`src/rtl/fft_stream_framer_if.sv`:
```
// Signal bundle between the sample source / config consumer and the framer.
// Handshake rule for all three channels (s_*, m_*, c_*): a transfer happens on
// the rising clock edge where tvalid and tready are both high; once a sender
// raises tvalid it holds tvalid and its payload stable until that transfer.
interface fft_stream_framer_if #(
    parameter int DATA_W = 16,
    parameter int OUT_W  = 16
);
    logic [DATA_W-1:0]  s_tdata;
    logic               s_tvalid;
    logic               s_tready;
    logic               s_tlast;
    logic [4:0]         cfg_log2n;
    logic               cfg_fwd;
    logic               cfg_update;
    logic [2*OUT_W-1:0] m_tdata;
    logic               m_tvalid;
    logic               m_tready;
    logic               m_tlast;
    logic [7:0]         c_tdata;
    logic               c_tvalid;
    logic               c_tready;
    logic               evt_short;
    logic               evt_missing;
    logic [15:0]        frame_cnt;
    logic [1:0]         dbg_state;

    // master: the framer; drives the output stream, config word and status
    modport master (
        input  s_tdata, s_tvalid, s_tlast, cfg_log2n, cfg_fwd, cfg_update,
               m_tready, c_tready,
        output s_tready, m_tdata, m_tvalid, m_tlast, c_tdata, c_tvalid,
               evt_short, evt_missing, frame_cnt, dbg_state
    );

    // slave: the surroundings (sample source, FFT core, monitoring)
    modport slave (
        output s_tdata, s_tvalid, s_tlast, cfg_log2n, cfg_fwd, cfg_update,
               m_tready, c_tready,
        input  s_tready, m_tdata, m_tvalid, m_tlast, c_tdata, c_tvalid,
               evt_short, evt_missing, frame_cnt, dbg_state
    );
endinterface

```
`src/rtl/fft_stream_framer.sv`:
```
// FFT front-end: packs real samples into complex words, frames them into
// N-point blocks with a generated tlast, zero-pads short frames, and sends a
// config word to the FFT core whenever size/direction change (frame boundary).
// The interface instance must use the same DATA_W/OUT_W as this module.
module fft_stream_framer #(
    parameter int DATA_W    = 16,
    parameter int OUT_W     = 16,
    parameter int MIN_LOG2N = 3,
    parameter int MAX_LOG2N = 12
) (
    input  logic                aclk,
    input  logic                aresetn,
    fft_stream_framer_if.master bus
);
    typedef enum logic [1:0] {
        ST_CFG    = 2'd0,
        ST_STREAM = 2'd1,
        ST_PAD    = 2'd2
    } state_t;

    state_t               state_q, state_d;
    logic [4:0]           act_log2n_q, act_log2n_d, pend_log2n_q, pend_log2n_d;
    logic                 act_fwd_q, act_fwd_d, pend_fwd_q, pend_fwd_d;
    logic                 dirty_q, dirty_d;
    logic [MAX_LOG2N-1:0] cnt_q, cnt_d;
    logic [2*OUT_W-1:0]   m_tdata_q, m_tdata_d;
    logic                 m_tvalid_q, m_tvalid_d, m_tlast_q, m_tlast_d;
    logic [7:0]           c_tdata_q, c_tdata_d;
    logic                 c_tvalid_q, c_tvalid_d;
    logic                 evt_short_q, evt_short_d, evt_missing_q, evt_missing_d;
    logic [15:0]          frame_cnt_q, frame_cnt_d;

    logic [DATA_W-1:0]    s_data;
    logic signed [OUT_W-1:0] real_ext;
    logic [4:0]           clamp_log2n;
    logic [MAX_LOG2N-1:0] nm1;
    logic                 out_free, s_acc, at_last, cfg_hs, dirty_now;

    // Clamp requested size and track the pending (not yet sent) config
    always_comb begin
        clamp_log2n = bus.cfg_log2n;
        if (bus.cfg_log2n < 5'(MIN_LOG2N))
            clamp_log2n = 5'(MIN_LOG2N);
        else if (bus.cfg_log2n > 5'(MAX_LOG2N))
            clamp_log2n = 5'(MAX_LOG2N);
        pend_log2n_d = pend_log2n_q;
        pend_fwd_d   = pend_fwd_q;
        if (bus.cfg_update) begin
            pend_log2n_d = clamp_log2n;
            pend_fwd_d   = bus.cfg_fwd;
        end
    end

    // Next-state and datapath: framing FSM, output register, config snapshot
    always_comb begin
        s_data    = bus.s_tdata;
        real_ext  = OUT_W'(signed'(s_data));
        out_free  = !m_tvalid_q || bus.m_tready;
        s_acc     = (state_q == ST_STREAM) && out_free && bus.s_tvalid;
        nm1       = MAX_LOG2N'((32'd1 << act_log2n_q) - 32'd1);
        at_last   = (cnt_q == nm1);
        cfg_hs    = c_tvalid_q && bus.c_tready;
        dirty_now = dirty_q || bus.cfg_update;

        state_d       = state_q;
        act_log2n_d   = act_log2n_q;
        act_fwd_d     = act_fwd_q;
        dirty_d       = dirty_now;
        cnt_d         = cnt_q;
        m_tdata_d     = m_tdata_q;
        m_tvalid_d    = m_tvalid_q;
        m_tlast_d     = m_tlast_q;
        c_tdata_d     = c_tdata_q;
        c_tvalid_d    = c_tvalid_q;
        evt_short_d   = 1'b0;
        evt_missing_d = 1'b0;
        frame_cnt_d   = frame_cnt_q + 16'(m_tvalid_q && bus.m_tready && m_tlast_q);

        if (m_tvalid_q && bus.m_tready)
            m_tvalid_d = 1'b0;

        case (state_q)
            ST_CFG: begin
                if (cfg_hs) begin
                    act_log2n_d = c_tdata_q[4:0];
                    act_fwd_d   = c_tdata_q[5];
                    state_d     = dirty_now ? ST_CFG : ST_STREAM;
                end
            end
            ST_STREAM: begin
                if (s_acc) begin
                    m_tdata_d  = {{OUT_W{1'b0}}, real_ext};
                    m_tvalid_d = 1'b1;
                    m_tlast_d  = at_last;
                    cnt_d      = at_last ? '0 : cnt_q + MAX_LOG2N'(1);
                    if (at_last) begin
                        evt_missing_d = !bus.s_tlast;
                        state_d       = dirty_now ? ST_CFG : ST_STREAM;
                    end else if (bus.s_tlast) begin
                        evt_short_d = 1'b1;
                        state_d     = ST_PAD;
                    end
                end
            end
            ST_PAD: begin
                if (out_free) begin
                    m_tdata_d  = '0;
                    m_tvalid_d = 1'b1;
                    m_tlast_d  = at_last;
                    cnt_d      = at_last ? '0 : cnt_q + MAX_LOG2N'(1);
                    if (at_last)
                        state_d = dirty_now ? ST_CFG : ST_STREAM;
                end
            end
            default: state_d = ST_CFG;
        endcase

        // The config word is a snapshot so it stays stable while c_tready is
        // low; a change arriving after the snapshot leaves dirty set and the
        // FSM re-enters CFG for a follow-up transaction.
        if ((state_d == ST_CFG) && (!c_tvalid_q || cfg_hs)) begin
            c_tdata_d  = {2'b00, pend_fwd_d, pend_log2n_d};
            c_tvalid_d = 1'b1;
            dirty_d    = 1'b0;
        end else if (cfg_hs) begin
            c_tvalid_d = 1'b0;
        end
    end

    // State registers; reset lands in CFG so a config is always sent first
    always_ff @(posedge aclk or negedge aresetn) begin
        if (!aresetn) begin
            state_q       <= ST_CFG;
            act_log2n_q   <= 5'(MIN_LOG2N);
            act_fwd_q     <= 1'b1;
            pend_log2n_q  <= 5'(MIN_LOG2N);
            pend_fwd_q    <= 1'b1;
            dirty_q       <= 1'b0;
            cnt_q         <= '0;
            m_tdata_q     <= '0;
            m_tvalid_q    <= 1'b0;
            m_tlast_q     <= 1'b0;
            c_tdata_q     <= '0;
            c_tvalid_q    <= 1'b0;
            evt_short_q   <= 1'b0;
            evt_missing_q <= 1'b0;
            frame_cnt_q   <= '0;
        end else begin
            state_q       <= state_d;
            act_log2n_q   <= act_log2n_d;
            act_fwd_q     <= act_fwd_d;
            pend_log2n_q  <= pend_log2n_d;
            pend_fwd_q    <= pend_fwd_d;
            dirty_q       <= dirty_d;
            cnt_q         <= cnt_d;
            m_tdata_q     <= m_tdata_d;
            m_tvalid_q    <= m_tvalid_d;
            m_tlast_q     <= m_tlast_d;
            c_tdata_q     <= c_tdata_d;
            c_tvalid_q    <= c_tvalid_d;
            evt_short_q   <= evt_short_d;
            evt_missing_q <= evt_missing_d;
            frame_cnt_q   <= frame_cnt_d;
        end
    end

    assign bus.s_tready    = (state_q == ST_STREAM) && out_free;
    assign bus.m_tdata     = m_tdata_q;
    assign bus.m_tvalid    = m_tvalid_q;
    assign bus.m_tlast     = m_tlast_q;
    assign bus.c_tdata     = c_tdata_q;
    assign bus.c_tvalid    = c_tvalid_q;
    assign bus.evt_short   = evt_short_q;
    assign bus.evt_missing = evt_missing_q;
    assign bus.frame_cnt   = frame_cnt_q;
    assign bus.dbg_state   = state_q;
endmodule

```
`src/flat_wrapper.sv`:
```
// flat-port wrapper written by rule: the top's interface ports become plain ports
module fft_stream_framer_flat 
#(
    parameter int DATA_W    = 16,
    parameter int OUT_W     = 16,
    parameter int MIN_LOG2N = 3,
    parameter int MAX_LOG2N = 12
)
  (aclk, aresetn, bus_s_tdata, bus_s_tvalid, bus_s_tlast, bus_cfg_log2n, bus_cfg_fwd, bus_cfg_update, bus_m_tready, bus_c_tready, bus_s_tready, bus_m_tdata, bus_m_tvalid, bus_m_tlast, bus_c_tdata, bus_c_tvalid, bus_evt_short, bus_evt_missing, bus_frame_cnt, bus_dbg_state);
  fft_stream_framer_if #(.DATA_W(DATA_W), .OUT_W(OUT_W)) bus_i ();
  input  logic aclk;
  input  logic aresetn;
  input wire logic [$bits(bus_i.s_tdata)-1:0] bus_s_tdata;
  input wire logic [$bits(bus_i.s_tvalid)-1:0] bus_s_tvalid;
  input wire logic [$bits(bus_i.s_tlast)-1:0] bus_s_tlast;
  input wire logic [$bits(bus_i.cfg_log2n)-1:0] bus_cfg_log2n;
  input wire logic [$bits(bus_i.cfg_fwd)-1:0] bus_cfg_fwd;
  input wire logic [$bits(bus_i.cfg_update)-1:0] bus_cfg_update;
  input wire logic [$bits(bus_i.m_tready)-1:0] bus_m_tready;
  input wire logic [$bits(bus_i.c_tready)-1:0] bus_c_tready;
  output wire logic [$bits(bus_i.s_tready)-1:0] bus_s_tready;
  output wire logic [$bits(bus_i.m_tdata)-1:0] bus_m_tdata;
  output wire logic [$bits(bus_i.m_tvalid)-1:0] bus_m_tvalid;
  output wire logic [$bits(bus_i.m_tlast)-1:0] bus_m_tlast;
  output wire logic [$bits(bus_i.c_tdata)-1:0] bus_c_tdata;
  output wire logic [$bits(bus_i.c_tvalid)-1:0] bus_c_tvalid;
  output wire logic [$bits(bus_i.evt_short)-1:0] bus_evt_short;
  output wire logic [$bits(bus_i.evt_missing)-1:0] bus_evt_missing;
  output wire logic [$bits(bus_i.frame_cnt)-1:0] bus_frame_cnt;
  output wire logic [$bits(bus_i.dbg_state)-1:0] bus_dbg_state;
  assign bus_i.s_tdata = bus_s_tdata;
  assign bus_i.s_tvalid = bus_s_tvalid;
  assign bus_i.s_tlast = bus_s_tlast;
  assign bus_i.cfg_log2n = bus_cfg_log2n;
  assign bus_i.cfg_fwd = bus_cfg_fwd;
  assign bus_i.cfg_update = bus_cfg_update;
  assign bus_i.m_tready = bus_m_tready;
  assign bus_i.c_tready = bus_c_tready;
  assign bus_s_tready = bus_i.s_tready;
  assign bus_m_tdata = bus_i.m_tdata;
  assign bus_m_tvalid = bus_i.m_tvalid;
  assign bus_m_tlast = bus_i.m_tlast;
  assign bus_c_tdata = bus_i.c_tdata;
  assign bus_c_tvalid = bus_i.c_tvalid;
  assign bus_evt_short = bus_i.evt_short;
  assign bus_evt_missing = bus_i.evt_missing;
  assign bus_frame_cnt = bus_i.frame_cnt;
  assign bus_dbg_state = bus_i.dbg_state;
  fft_stream_framer #(.DATA_W(DATA_W), .OUT_W(OUT_W), .MIN_LOG2N(MIN_LOG2N), .MAX_LOG2N(MAX_LOG2N)) u_core (.aclk(aclk), .aresetn(aresetn), .bus(bus_i));
endmodule
```
`config.mk`:
```
export PLATFORM = sky130hd
export DESIGN_NAME = fft_stream_framer_flat
export DESIGN_NICKNAME = d
export VERILOG_FILES = /design/src/rtl/fft_stream_framer_if.sv /design/src/rtl/fft_stream_framer.sv /design/src/flat_wrapper.sv
export SDC_FILE = /design/constraint.sdc
export NUM_CORES = 1
export LEC_CHECK = 0
export BUFFER_PORTS_ARGS = -buffer_cell sky130_fd_sc_hd__buf_2
export CORE_ASPECT_RATIO = 1.75
export CORE_MARGIN = 2
export CORE_UTILIZATION = 51
export CTS_BUF_LIST = sky130_fd_sc_hd__clkbuf_4 sky130_fd_sc_hd__clkbuf_8
export DETAILED_ROUTE_END_ITERATION = 6
export PLACE_DENSITY_LB_ADDON = 0.3
export SLEW_MARGIN = 5
export SYNTH_ARGS = -nofsm -noshare
export SYNTH_HDL_FRONTEND = slang
export SYNTH_SLANG_ARGS = --single-unit
```
`constraint.sdc`:
```
create_clock -name aclk -period 6.05 [get_ports aclk]
set_clock_uncertainty 0.15 [all_clocks]
set_input_delay 1.21 -clock aclk [delete_from_list [all_inputs] [get_ports aclk]]
set_output_delay 1.21 -clock aclk [all_outputs]
set_load 0.005 [all_outputs]
```
After elaboration in Yosys (flattened, before gate mapping)
Cells that the tools add are included.

operators by class
  shift-type cells = 1
  reduce and logical (&&, ||, !) cells = 18
  eq/ne operators = 5
  multiplexer cells = 36
  $lt $le $gt $ge = 2
  add/subtract/negate cells = 3

operator list
  kind                                                                          count
  32-bit 2-to-1 mux                                                             2
  32-bit case mux with 2 select lines                                           1
  12-bit 2-to-1 mux                                                             3
  12-bit case mux with 2 select lines                                           1
  1-bit 2-to-1 mux                                                              17
  16-bit by 1-bit adder with 16-bit output                                      1
  5-bit 2-to-1 mux                                                              3
  12-bit by 1-bit adder with 12-bit output, second input constant               1
  12-bit == test                                                                1
  2-bit 2-to-1 mux                                                              6
  1-bit by 5-bit left shift with 12-bit output, first input constant            1
  12-bit by 1-bit subtractor with 12-bit output, second input constant          1
  1-bit logical AND                                                             6
  2-bit case mux with 3 select lines                                            1
  5-bit by 4-bit > comparator with 1-bit output, second input constant          1
  5-bit by 2-bit less-than comparator with 1-bit output, second input constant  1
  2-bit logical NOT                                                             2
  2-bit by 1-bit inequality test with 1-bit output, second input constant       2
  1-bit case mux with 2 select lines                                            2
  2-bit nonzero test                                                            2
  1-bit logical NOT                                                             3
  1-bit logical OR                                                              3
  3-bit AND reduction                                                           1
  2-bit by 1-bit == test with 1-bit output, second input constant               1
  2 further kinds                                                               2

storage, ports and cells
  word-level logic and storage cells = 79
  flip-flop bits (word level) = 85
  input port bits = 29
  output and inout bits = 64

Logic depth before layout (Yosys ltp)
Gate-level depths: netlist of run 1.

  word-level depth = 9
  mapped depth = 14
  depth with buffers taken out = 11

Worst setup path after synthesis of run 1
OpenSTA, ideal clock, no wires.

  path kind = reg2reg
  start point = register u_core.act_log2n_q[1]
  end point = register u_core.c_tvalid_q, in the netlist u_core.bus.c_tvalid
  buffers on the path = 3
  required time = 5,776 ps
  data arrival time = 3,061 ps
  stages on the path, launching flop included = 13
  path slack = 2,715 ps
  cells stage by stage = dfstp_2 > buf_2 > nor3_1 > nand2_1 > ha_1 > clkbuf_1 > o311a_1 > or4_1 > a22oi_2 > and4_1 > buf_6 > mux2_2 > a211o_1

on the way
  cells in the longest elaborated chain, start to end = 9
  elaborated cells on any way between the ends = 12
  those cells by class = add/sub: 1; eq/ne: 1; shift: 1; mux: 6; reduce/logical: 3

ends and longest elaborated chain
  what                                                    RTL line                                           text
  start: declaration                                      fft_stream_framer.sv:22                            logic [4:0] act_log2n_q, act_log2n_d, pend_log2n_q, pend_log2n_d;
  start signal: assignment                                fft_stream_framer.sv:134                           act_log2n_q <= 5'(MIN_LOG2N);
  start signal: assignment                                fft_stream_framer.sv:150                           act_log2n_q <= act_log2n_d;
  1-bit by 5-bit left shift with 12-bit output *          fft_stream_framer.sv:60                            nm1 = MAX_LOG2N'((32'd1 << act_log2n_q) - 32'd1);
  12-bit by 1-bit subtractor with 12-bit output *         fft_stream_framer.sv:60
  12-bit == test *                                        fft_stream_framer.sv:61                            at_last = (cnt_q == nm1);
  2-bit 2-to-1 mux, on equally long branches              fft_stream_framer.sv:111, fft_stream_framer.sv:96
  2-bit 2-to-1 mux, on equally long branches              fft_stream_framer.sv:106, fft_stream_framer.sv:91
  2-bit case mux with 3 select lines *                    fft_stream_framer.sv:82                            case (state_q)
  2-bit logical NOT *                                     fft_stream_framer.sv:121                           if ((state_d == ST_CFG) && (!c_tvalid_q || cfg_hs)) begin
  1-bit logical AND *                                     fft_stream_framer.sv:121
  1-bit 2-to-1 mux or 2-bit nonzero test (tied branches)  n/a
  end signal: assignment                                  fft_stream_framer.sv:160                           c_tvalid_q <= c_tvalid_d;
  end: declaration                                        fft_stream_framer.sv:29                            logic c_tvalid_q, c_tvalid_d;

Every way passes the cells marked *; elsewhere a longest branch is shown, timed or not.
A chain may end at the register's enable or synchronous reset.

Worst setup path in the final report of run 1
  start point = register u_core.act_log2n_q[2]
  end point = register u_core.c_tvalid_q, in the netlist u_core.bus.c_tvalid

The elaborated chain is that of the path after synthesis.

==> flow_metrics.env, run 1 <==
export IMPL_finalHoldViolCount=0
export IMPL_die_w_um=68.6
export IMPL_r2r_start="u_core.act_log2n_q[2]"
export IMPL_finalCritPeriodShare_pct=66.4
export IMPL_grt_pass1_vias=2959
export IMPL_design_die_area_mm2=0.00802
export IMPL_syn_cell_area_mm2=0.00372
export IMPL_yosys_warnings=0
export IMPL_drc=0
export IMPL_fin_tns_setup_ps=0
export IMPL_area_delta_synth_final_pct=14.2
export IMPL_slew_headroom_pct=17.6
export IMPL_port_buffers=74
export IMPL_post_cts_resized_instances=0
export IMPL_tightestPinTransition_ps=1240
export IMPL_clkTransAtPathRegs_ps=80
export IMPL_hp_class="register to register"
export IMPL_avgSynthCellArea_um2=9.95
export IMPL_synth_edf_count=0
export IMPL_crit_start="u_core.act_log2n_q[2]"
export IMPL_rsz0062_at_grt="no"
export IMPL_ys_ff_latch=69
export IMPL_yosys_area_top_type_share_pct=43.0
export IMPL_synthTopCellsByCount="dfrtp_1, nand2_1, a21oi_1, nor2_1"
export IMPL_ios=93
export IMPL_cp_required_ps=6130
export IMPL_cts_tree="done"
export IMPL_gr_total_overflow=0
export IMPL_ys_types=54
export IMPL_vias_per_cell=5.77
export IMPL_antenna_cells=0
export IMPL_setup_viol=0
export IMPL_final_cell_count_no_fill=531
export IMPL_p_leak_uw=0.00208
export IMPL_p_per_area_mw_per_mm2=402
export IMPL_layout_drive_gt1_share_pct=24.3
export IMPL_maxCapViolations=0
export IMPL_fmax_ghz=0.249
export IMPL_ant_nets=0
export IMPL_grt_pass1_wl_mm=13.8
export IMPL_async_flop_share_pct=100
export IMPL_min_path_cells=1
export IMPL_yosysSeqAreaShare_pct=46.6
export IMPL_worstSetupEndpointType="register"
export IMPL_via_count=3063
export IMPL_dp_cells=515
export IMPL_cts_setup_buffers=0
export IMPL_start_util_pct=52.2
export IMPL_dieHeight_um=117
export IMPL_core_area_mm2=0.00713
export IMPL_antenna_found_initial=0
export IMPL_synth_most_common_cell="dfrtp_1"
export IMPL_fillers=591
export IMPL_worstRegToRegCells=10
export IMPL_cp_start_kind="register"
export IMPL_clk_latency_ps=350
export IMPL_postCtsHoldBufs=0
export IMPL_drv_slew=0
export IMPL_ctsRootBufferMaster="clkbuf_8"
export IMPL_place_area_mm2=0.00404
export IMPL_cts_made_buffers=9
export IMPL_finalCriticalPeriod_ps=4020
export IMPL_outcome="finished, final reports clean"
export IMPL_synth_top_area_cell="dfrtp_1"
export IMPL_path_class="register to register"
export IMPL_num_rows=41
export IMPL_nets=477
export IMPL_synthCells=374
export IMPL_routedWlPerCell_um=15.9
export IMPL_htreeDepth=3
export IMPL_grt_usage_pct=22.9
export IMPL_drtIter0Drc=219
export IMPL_arrival_ps=4100
export IMPL_routed_wl_mm=8.42
export IMPL_globalplace_congestion=0.846
export IMPL_worstHoldStart="u_core.bus.frame_cnt[15]"
export IMPL_synth_ff_type="dfrtp_1"
export IMPL_cts_sinks=69
export IMPL_ys_top_cells_by_area="dfrtp_1, a22o_1, buf_4"
export IMPL_power_uw=1710
export IMPL_grt_max_degree=70
export IMPL_firstDrtPassIters=5
export IMPL_clk_path_buf_depth=2
export IMPL_peakVddDrop_v=0.000215
export IMPL_critPathMaxFanout=19
export IMPL_design_area_mm2=0.00425
export IMPL_hpwl_mm=6.12
-- cell type report --
cell class / instances / area [um^2] / share of cell area [%]
clock buffer: 9 / 124 / 2.92
clock inverter: 7 / 80.1 / 1.89
inverter: 8 / 30.0 / 0.707
multi-input combinational: 277 / 1800 / 42.3
sequential: 69 / 1730 / 40.8
tap: 86 / 108 / 2.53
timing repair buffer: 75 / 378 / 8.90
-- routing by layer --
metal,vias to the layer above,part of all wire (%),routed length (um),GRT usage [%]
met5,-,0,0,0
met3,28,4.0,335,2.87
li1,1456,-,-,-
met1,1471,38,3200,26.0
met4,0,3.8,319,12.9
met2,108,54,4570,40.1
-- flip-flops by register name (all words and copies together) (netlist names) --
name                    cells
u_core.pend_fwd_q           1
u_core.act_log2n_q          5
u_core.bus.m_tdata         16
u_core.pend_log2n_q         5
u_core.bus.c_tdata          6
u_core.bus.evt_short        1
u_core.bus.m_tvalid         1
u_core.bus.m_tlast          1
u_core.bus.c_tvalid         1
u_core.bus.dbg_state        2
u_core.bus.frame_cnt       16
u_core.dirty_q              1
u_core.bus.evt_missing      1
u_core.cnt_q               12
-- cells in the final DEF, fill, tap and decap left out, types with 11 or more instances in the layout --
master / n
nand3_1: 18
conb_1: 18
dfrtp_1: 64
buf_2: 74
a22o_1: 16
o21ai_0: 13
nor2_1: 19
nor2b_1: 11
a21oi_1: 19
nand2_1: 35
xnor2_1: 15
-- path summary, 6_finish.rpt --
path,slack (ps),end
max,2030,u_core.bus.c_tvalid
min reg2reg,330,u_core.bus.frame_cnt[15]
max reg2reg,2030,u_core.bus.c_tvalid
max in group asynchronous,4290,u_core.bus.c_tdata[2]
min,330,u_core.bus.frame_cnt[15]
min in group asynchronous,890,u_core.bus.frame_cnt[9]
-- metrics by stage --
| step | worst slack [ps] | hold WS [ps] | utilization [%] |
|---|---|---|---|
| floorplan | 2710 | 318 | - |
| global placement | 2250 | 305 | 56.7 |
| detailed placement | 2110 | 322 | 56.7 |
| CTS | 2090 | 336 | 59.6 |
| global route | 1720 | 359 | 59.6 |
| finish | 2030 | 330 | 59.6 |
-- critical path: stages, from the launching register on --
cell	delay, ps
dfrtp_1	540
nor3_1	300
nand2_1	130
ha_1	380
nor4_1	410
and3_1	220
a311oi_1	60
a22oi_2	280
and4_1	650
mux2_2	500
a211o_1	280
-- power breakdown --
group	total (uW)	internal [uW]	switching, uW
combinational	631	291	339
sequential	692	573	119
clock	385	195	190
-- logic make-up (layout without fill, tap and decap cells) --
logic type	Yosys count	after routing	synth area share (%)
fa+ha+maj	8	8	2.69
other cells	1	18	0.101
simple gates	128	128	17.5
mux	9	9	2.79
xor+xnor	24	24	5.65
flops	69	69	46.6
buf+inv	45	99	6.89
compound gates	90	90	17.8
Note: power is estimated with default switching activity, not from simulation.
==> run 2: changes to the inputs <==
CORE_UTILIZATION = 50   (was 51)
clock period = 3.5 ns   (was 6.05 ns; I/O delays follow)
==> run 2 against run 1 <==
  * Cell count grew 2.3%
  * Combinational power grew 90%
  * Critical endpoint is now u_core.bus.c_tdata[2]
  * Flip-flop and latch count is the same
  * First-iteration DRC count grew 14%
  * Clock power grew 71%
  * Clock-buffer cell count grew 2
  * Setup slack lost 1900 ps
==> flow_metrics.env, run 2 (synthesized netlist as in run 1, its figures left out) <==
export IMPL_outcome="finished, final reports clean"
export IMPL_grt_max_degree=33
export IMPL_globalplace_congestion=0.899
export IMPL_timing_final_ws_setup_ps=179
export IMPL_final_common_cell="buf_2"
export IMPL_ctsRootBufferMaster="clkbuf_8"
export IMPL_dp_slack_ps=60.4
export IMPL_worstSetupEndpointType="register"
export IMPL_p_switching_uw=1130
export IMPL_ios=93
export IMPL_fillers=626
export IMPL_hp_class="input port to async pin"
export IMPL_maxCapViolations=0
export IMPL_grt_usage_pct=21.5
export IMPL_drtIter0Drc=250
export IMPL_cts_sinks=69
export IMPL_path_cells="nor3_2, nand2_1, ha_4, xor2_1, and4_1, o221ai_1, nor4_2, and4_4, buf_4, a2bb2oi_1, buf_4, o2111ai_1, nand3_1"
export IMPL_internal_power_uw=1910
export IMPL_vias_per_cell=5.69
export IMPL_layout_drive_gt1_share_pct=28.0
export IMPL_firstDrtPassIters=7
export IMPL_routedWlPerCell_um=15.8
export IMPL_p_per_area_mw_per_mm2=695
export IMPL_nets=489
export IMPL_slew_headroom_pct=21.8
export IMPL_drc=0
export IMPL_crit_buf_inv=2
export IMPL_clkPwrFrac_pct=21.6
export IMPL_tightestPinTransition_ps=1170
export IMPL_ant_nets=0
export IMPL_drv_slew=0
export IMPL_power_frac_comb_pct=39.4
export IMPL_clk_latency_ps=360
export IMPL_cts_made_buffers=9
export IMPL_core_area_mm2=0.00723
export IMPL_max_stage_delay_ps=630
export IMPL_arrival_ps=3460
export IMPL_routed_wl_mm=8.59
export IMPL_finalCriticalPeriod_ps=3320
export IMPL_setup_viol=0
export IMPL_rrSetupSlack_ps=180
export IMPL_design_die_area_mm2=0.00818
export IMPL_clkTransAtPathRegs_ps=80
export IMPL_finalHoldViolCount=0
export IMPL_die_w_um=69.2
export IMPL_hpwl_mm=6.32
export IMPL_p_leak_uw=0.00216
export IMPL_num_rows=41
export IMPL_cp_start_kind="register"
export IMPL_p_sw_share_pct=37.1
export IMPL_grt_pass1_wl_mm=13.9
export IMPL_cp_required_ps=3640
export IMPL_layout_common_cells="buf_2, dfrtp_1, nand2_1"
export IMPL_finalCritPeriodShare_pct=94.9
export IMPL_crit_slowest_cell="dfstp_2"
export IMPL_area_delta_synth_final_pct=17.7
export IMPL_path_class="register to register"
export IMPL_antenna_cells=0
export IMPL_port_buffers=74
export IMPL_gr_total_overflow=0
export IMPL_via_count=3087
export IMPL_grt_pass1_vias=2931
export IMPL_antenna_found_initial=0
export IMPL_power_uw=3050
export IMPL_cts_tree="done"
export IMPL_htreeDepth=3
export IMPL_fmax_ghz=0.301
export IMPL_postCtsHoldBufs=0
export IMPL_clk_path_buf_depth=2
export IMPL_start_util_pct=51.4
export IMPL_final_util_pct=60.5
export IMPL_dieHeight_um=118
export IMPL_path_delay_family="simple AND/OR/NAND/NOR gates"
export IMPL_critPathMaxFanout=17
export IMPL_pwr_share_seq_pct=39.0
export IMPL_crit_top_cell="buf_4"
export IMPL_peakVddDrop_v=0.000416
## run 2: cell type report
| cell class | instances | area, um^2 | area share [%] |
|---|---|---|---|
| flip-flops and latches | 69 | 1730 | 39.6 |
| clock buffers | 11 | 145 | 3.31 |
| well taps | 86 | 108 | 2.46 |
| multi-input cells | 277 | 1840 | 42.0 |
| repair buffers | 87 | 468 | 10.7 |
| clock inverters | 5 | 57.6 | 1.31 |
| inverters | 8 | 30.0 | 0.686 |
## run 2: final timing paths
kind,cells past startpoint,endpoint,from
min in group aclk,1,u_core.bus.frame_cnt[15],u_core.bus.frame_cnt[15]
hold / removal,1,u_core.bus.frame_cnt[9],aresetn
setup reg to reg,13,u_core.bus.c_tdata[2],u_core.act_log2n_q[1]
hold reg to reg,1,u_core.bus.frame_cnt[15],u_core.bus.frame_cnt[15]
setup / recovery,13,u_core.bus.c_tdata[2],u_core.act_log2n_q[1]
max in group asynchronous,2,u_core.pend_log2n_q[1],aresetn
## run 2: stage by stage
step | instance area (um^2) | cells | setup TNS [ps] | hold WS, ps
6_report | 4380 | 543 | 0 | 246
5_1_grt | 4380 | 543 | -26.4 | 293
4_1_cts | 4310 | 539 | 0 | 259
3_5_place_dp | 4100 | 523 | 0 | 328
3_3_place_gp | 4100 | 523 | 0 | 307
2_1_floorplan | 3780 | 391 | 0 | 254
## run 2: timing repair
item / in CTS / in global routing
setup buffers: 0 / 4
gates resized for setup: 0 / 10
endpoints found under the setup margin: 0 / 13
## run 2: power by group through the flow
stage	Sequential (uW)	Clock, uW	Combinational (uW)
6_report	1190	659	1200
5_1_grt	1210	713	1320
2_1_floorplan	1130	0	823
3_3_place_gp	1180	0	1100
3_5_place_dp	1190	0	1130
4_1_cts	1180	677	1140
## run 2: layer usage
layer	vias to the layer above	part of all wire [%]	track usage (%)	wire length, um
met4	0	2.9	10.9	250
met3	19	3.8	4.62	329
met5	-	0	0	0
li1	1475	-	-	-
met2	90	55	38.3	4740
met1	1503	38	23.6	3270
==> run 3: changes to the inputs <==
ABC_AREA = 1   (was unset)
==> run 3 against run 2 <==
  * Combinational power is 35% higher
  * Clock-buffer cell count is 1 lower
  * Clock power fell by 0.9%
  * Hold slack better by 72 ps
  * Design area up 0.49%
  * Setup slack gained 290 ps
  * Sequential power is 7% higher
  * Via count grew 7.9%
  * Cell count up 21%
  * Critical endpoint is now u_core.cnt_q[11]
  * Largest power group unchanged
  * Highest routed layer unchanged
==> flow_metrics.env, run 3 <==
export IMPL_outcome="finished, final reports clean"
export IMPL_grt_pass1_wl_mm=14.3
export IMPL_routed_wl_mm=8.39
export IMPL_grtUsageMet3_pct=4.87
export IMPL_port_buffers=74
export IMPL_peakVddDrop_v=0.000445
export IMPL_yosys_area_top_type_share_pct=41.9
export IMPL_path_cells="inv_1, ha_1, inv_1, nor2_4, nand2_2, a21boi_4, o21ai_4, inv_4, nand2_2, clkinv_2, nand4_2, nor2_2, nand2_2, nor2_4, nand4_1, nand3_1, inv_1"
export IMPL_dieHeight_um=120
export IMPL_globalplace_congestion=0.902
export IMPL_ctsRootBufferMaster="clkbuf_8"
export IMPL_synthTopCellsByCount="nand2_1, dfrtp_1, inv_1"
export IMPL_rsz0062_at_grt="no"
export IMPL_design_die_area_mm2=0.00840
export IMPL_max_stage_delay_ps=430
export IMPL_p_leak_uw=0.00249
export IMPL_fmax_ghz=0.329
export IMPL_synth_top_family_by_area="simple AND/OR/NAND/NOR gates"
export IMPL_finalHoldViolCount=0
export IMPL_yosys_area_share_simple_pct=32.7
export IMPL_ios=93
export IMPL_async_flop_share_pct=100
export IMPL_postCtsHoldBufs=0
export IMPL_yosys_warnings=0
export IMPL_num_rows=42
export IMPL_timing_final_ws_setup_ps=464
export IMPL_place_area_mm2=0.00420
export IMPL_yosysSeqAreaShare_pct=45.3
export IMPL_synth_ff_type="dfrtp_1"
export IMPL_ys_top_cells_by_area="dfrtp_1, nand2_1, nand3_1"
export IMPL_antenna_cells=0
export IMPL_critPathMaxFanout=19
export IMPL_ys_ff_latch=69
export IMPL_via_count=3330
export IMPL_die_w_um=70.1
export IMPL_finalCriticalPeriod_ps=3040
export IMPL_p_per_area_mw_per_mm2=805
export IMPL_drtIter0Drc=168
export IMPL_fin_tns_setup_ps=0
export IMPL_cts_tree="done"
export IMPL_ys_types=35
export IMPL_clkTransAtPathRegs_ps=70
export IMPL_synth_edf_count=0
export IMPL_cp_start_kind="register"
export IMPL_syn_cell_area_mm2=0.00383
export IMPL_grt_max_degree=70
export IMPL_synth_compound_area_share_pct=4.45
export IMPL_synth_fa_ha_area_share_pct=2.62
export IMPL_worstSetupEndpointType="register"
export IMPL_grt_pass1_vias=3280
export IMPL_synthXorXnorAreaFrac_pct=3.20
export IMPL_start_util_pct=50.9
export IMPL_routedWlPerCell_um=12.7
export IMPL_grtUsageMet1_pct=24.4
export IMPL_clk_latency_ps=340
export IMPL_synth_mux_area_share_pct=0
export IMPL_antenna_found_initial=0
export IMPL_area_delta_synth_final_pct=15.0
export IMPL_finalCritPeriodShare_pct=86.7
export IMPL_slew_headroom_pct=43.4
export IMPL_ant_nets=0
export IMPL_cts_setup_buffers=0
export IMPL_avgSynthCellArea_um2=7.84
export IMPL_core_area_mm2=0.00751
export IMPL_clk_path_buf_depth=2
export IMPL_grt_usage_pct=21.4
export IMPL_tightestPinTransition_ps=848
export IMPL_synthCells=488
export IMPL_cts_made_buffers=9
export IMPL_rrSetupSlack_ps=460
export IMPL_synth_top_area_cell="dfrtp_1"
export IMPL_crit_slowest_cell="a21boi_4"
export IMPL_post_cts_resized_instances=0
export IMPL_maxCapViolations=0
export IMPL_cp_required_ps=3590
export IMPL_cts_sinks=69
export IMPL_layout_drive_gt1_share_pct=21.9
export IMPL_path_class="register to register"
export IMPL_synth_most_common_cell="nand2_1"
export IMPL_hp_class="register to register"
export IMPL_fillers=722
export IMPL_drc=0
export IMPL_setup_viol=0
export IMPL_hpwl_mm=6.54
export IMPL_dp_slack_ps=479
export IMPL_firstDrtPassIters=5
export IMPL_final_common_cell="nand2_1"
export IMPL_design_area_mm2=0.00440
export IMPL_htreeDepth=3
export IMPL_busiest_layer="met2"
export IMPL_layout_common_cells="nand2_1, buf_2, dfrtp_1"
export IMPL_vias_per_cell=5.05
export IMPL_gr_total_overflow=0
export IMPL_arrival_ps=3130
export IMPL_use_met2_pct=36.5
export IMPL_drv_slew=0
export IMPL_nets=603
[run 3: cell families after synthesis]
group / count (synthesis)
flops: 69
simple gates: 273
compound gates: 28
other cells: 1
xor+xnor: 14
buf+inv: 95
fa+ha+maj: 8
[run 3: layout make-up]
type                    count  area [um^2]  share of cell area [%]
clock inverters             6         61.3                    1.39
repair buffers             76          385                    8.76
clock buffers              10          138                    3.13
well taps                  88          110                    2.50
multi-input cells         341         1710                    38.9
flip-flops and latches     69         1730                    39.4
inverters                  69          263                    5.97
[run 3: final timing paths]
| kind | from | end | cells after the start |
|---|---|---|---|
| worst min-delay path | u_core.bus.m_tdata[1] | u_core.bus.m_tdata[1] | 2 |
| worst min register to register | u_core.bus.m_tdata[1] | u_core.bus.m_tdata[1] | 2 |
| worst max register to register | u_core.bus.dbg_state[1] | u_core.cnt_q[11] | 17 |
| min in group asynchronous | aresetn | u_core.pend_log2n_q[2] | 2 |
| worst max-delay path | u_core.bus.dbg_state[1] | u_core.cnt_q[11] | 17 |
| max in group asynchronous | aresetn | u_core.cnt_q[3] | 2 |
[run 3: worst max-delay path, delay by kind of cell, from the launching register on]
family,cells,cell delay [ps]
compound gates,2,700
simple gates,9,920
fa+ha+maj,1,230
flops,1,420
buf+inv,5,500
[run 3: metal layers]
layer  part of all wire (%)  routed length (um)
met5                      0                   0
met4                    3.6                 302
met3                    5.0                 422
met2                     51                4310
met1                     40                3360
[run 3: power breakdown]
group | internal [uW] | switching (uW) | leakage [uW] | total (uW)
clock network | 347 | 306 | 0.000102 | 653
logic | 565 | 1050 | 0.00156 | 1620
registers | 1050 | 220 | 0.000823 | 1270
[run 3: stage by stage]
stage                     hold WS (ps)  util [%]  total power, uW  cells
final                              318      58.6             3540    659
after global routing               342      58.6             3870    659
after CTS                          322      58.6             3570    659
after detailed placement           303      55.9             2910    643
after global placement             300      55.9             2860    643
after floorplan                    254         -             2460    505
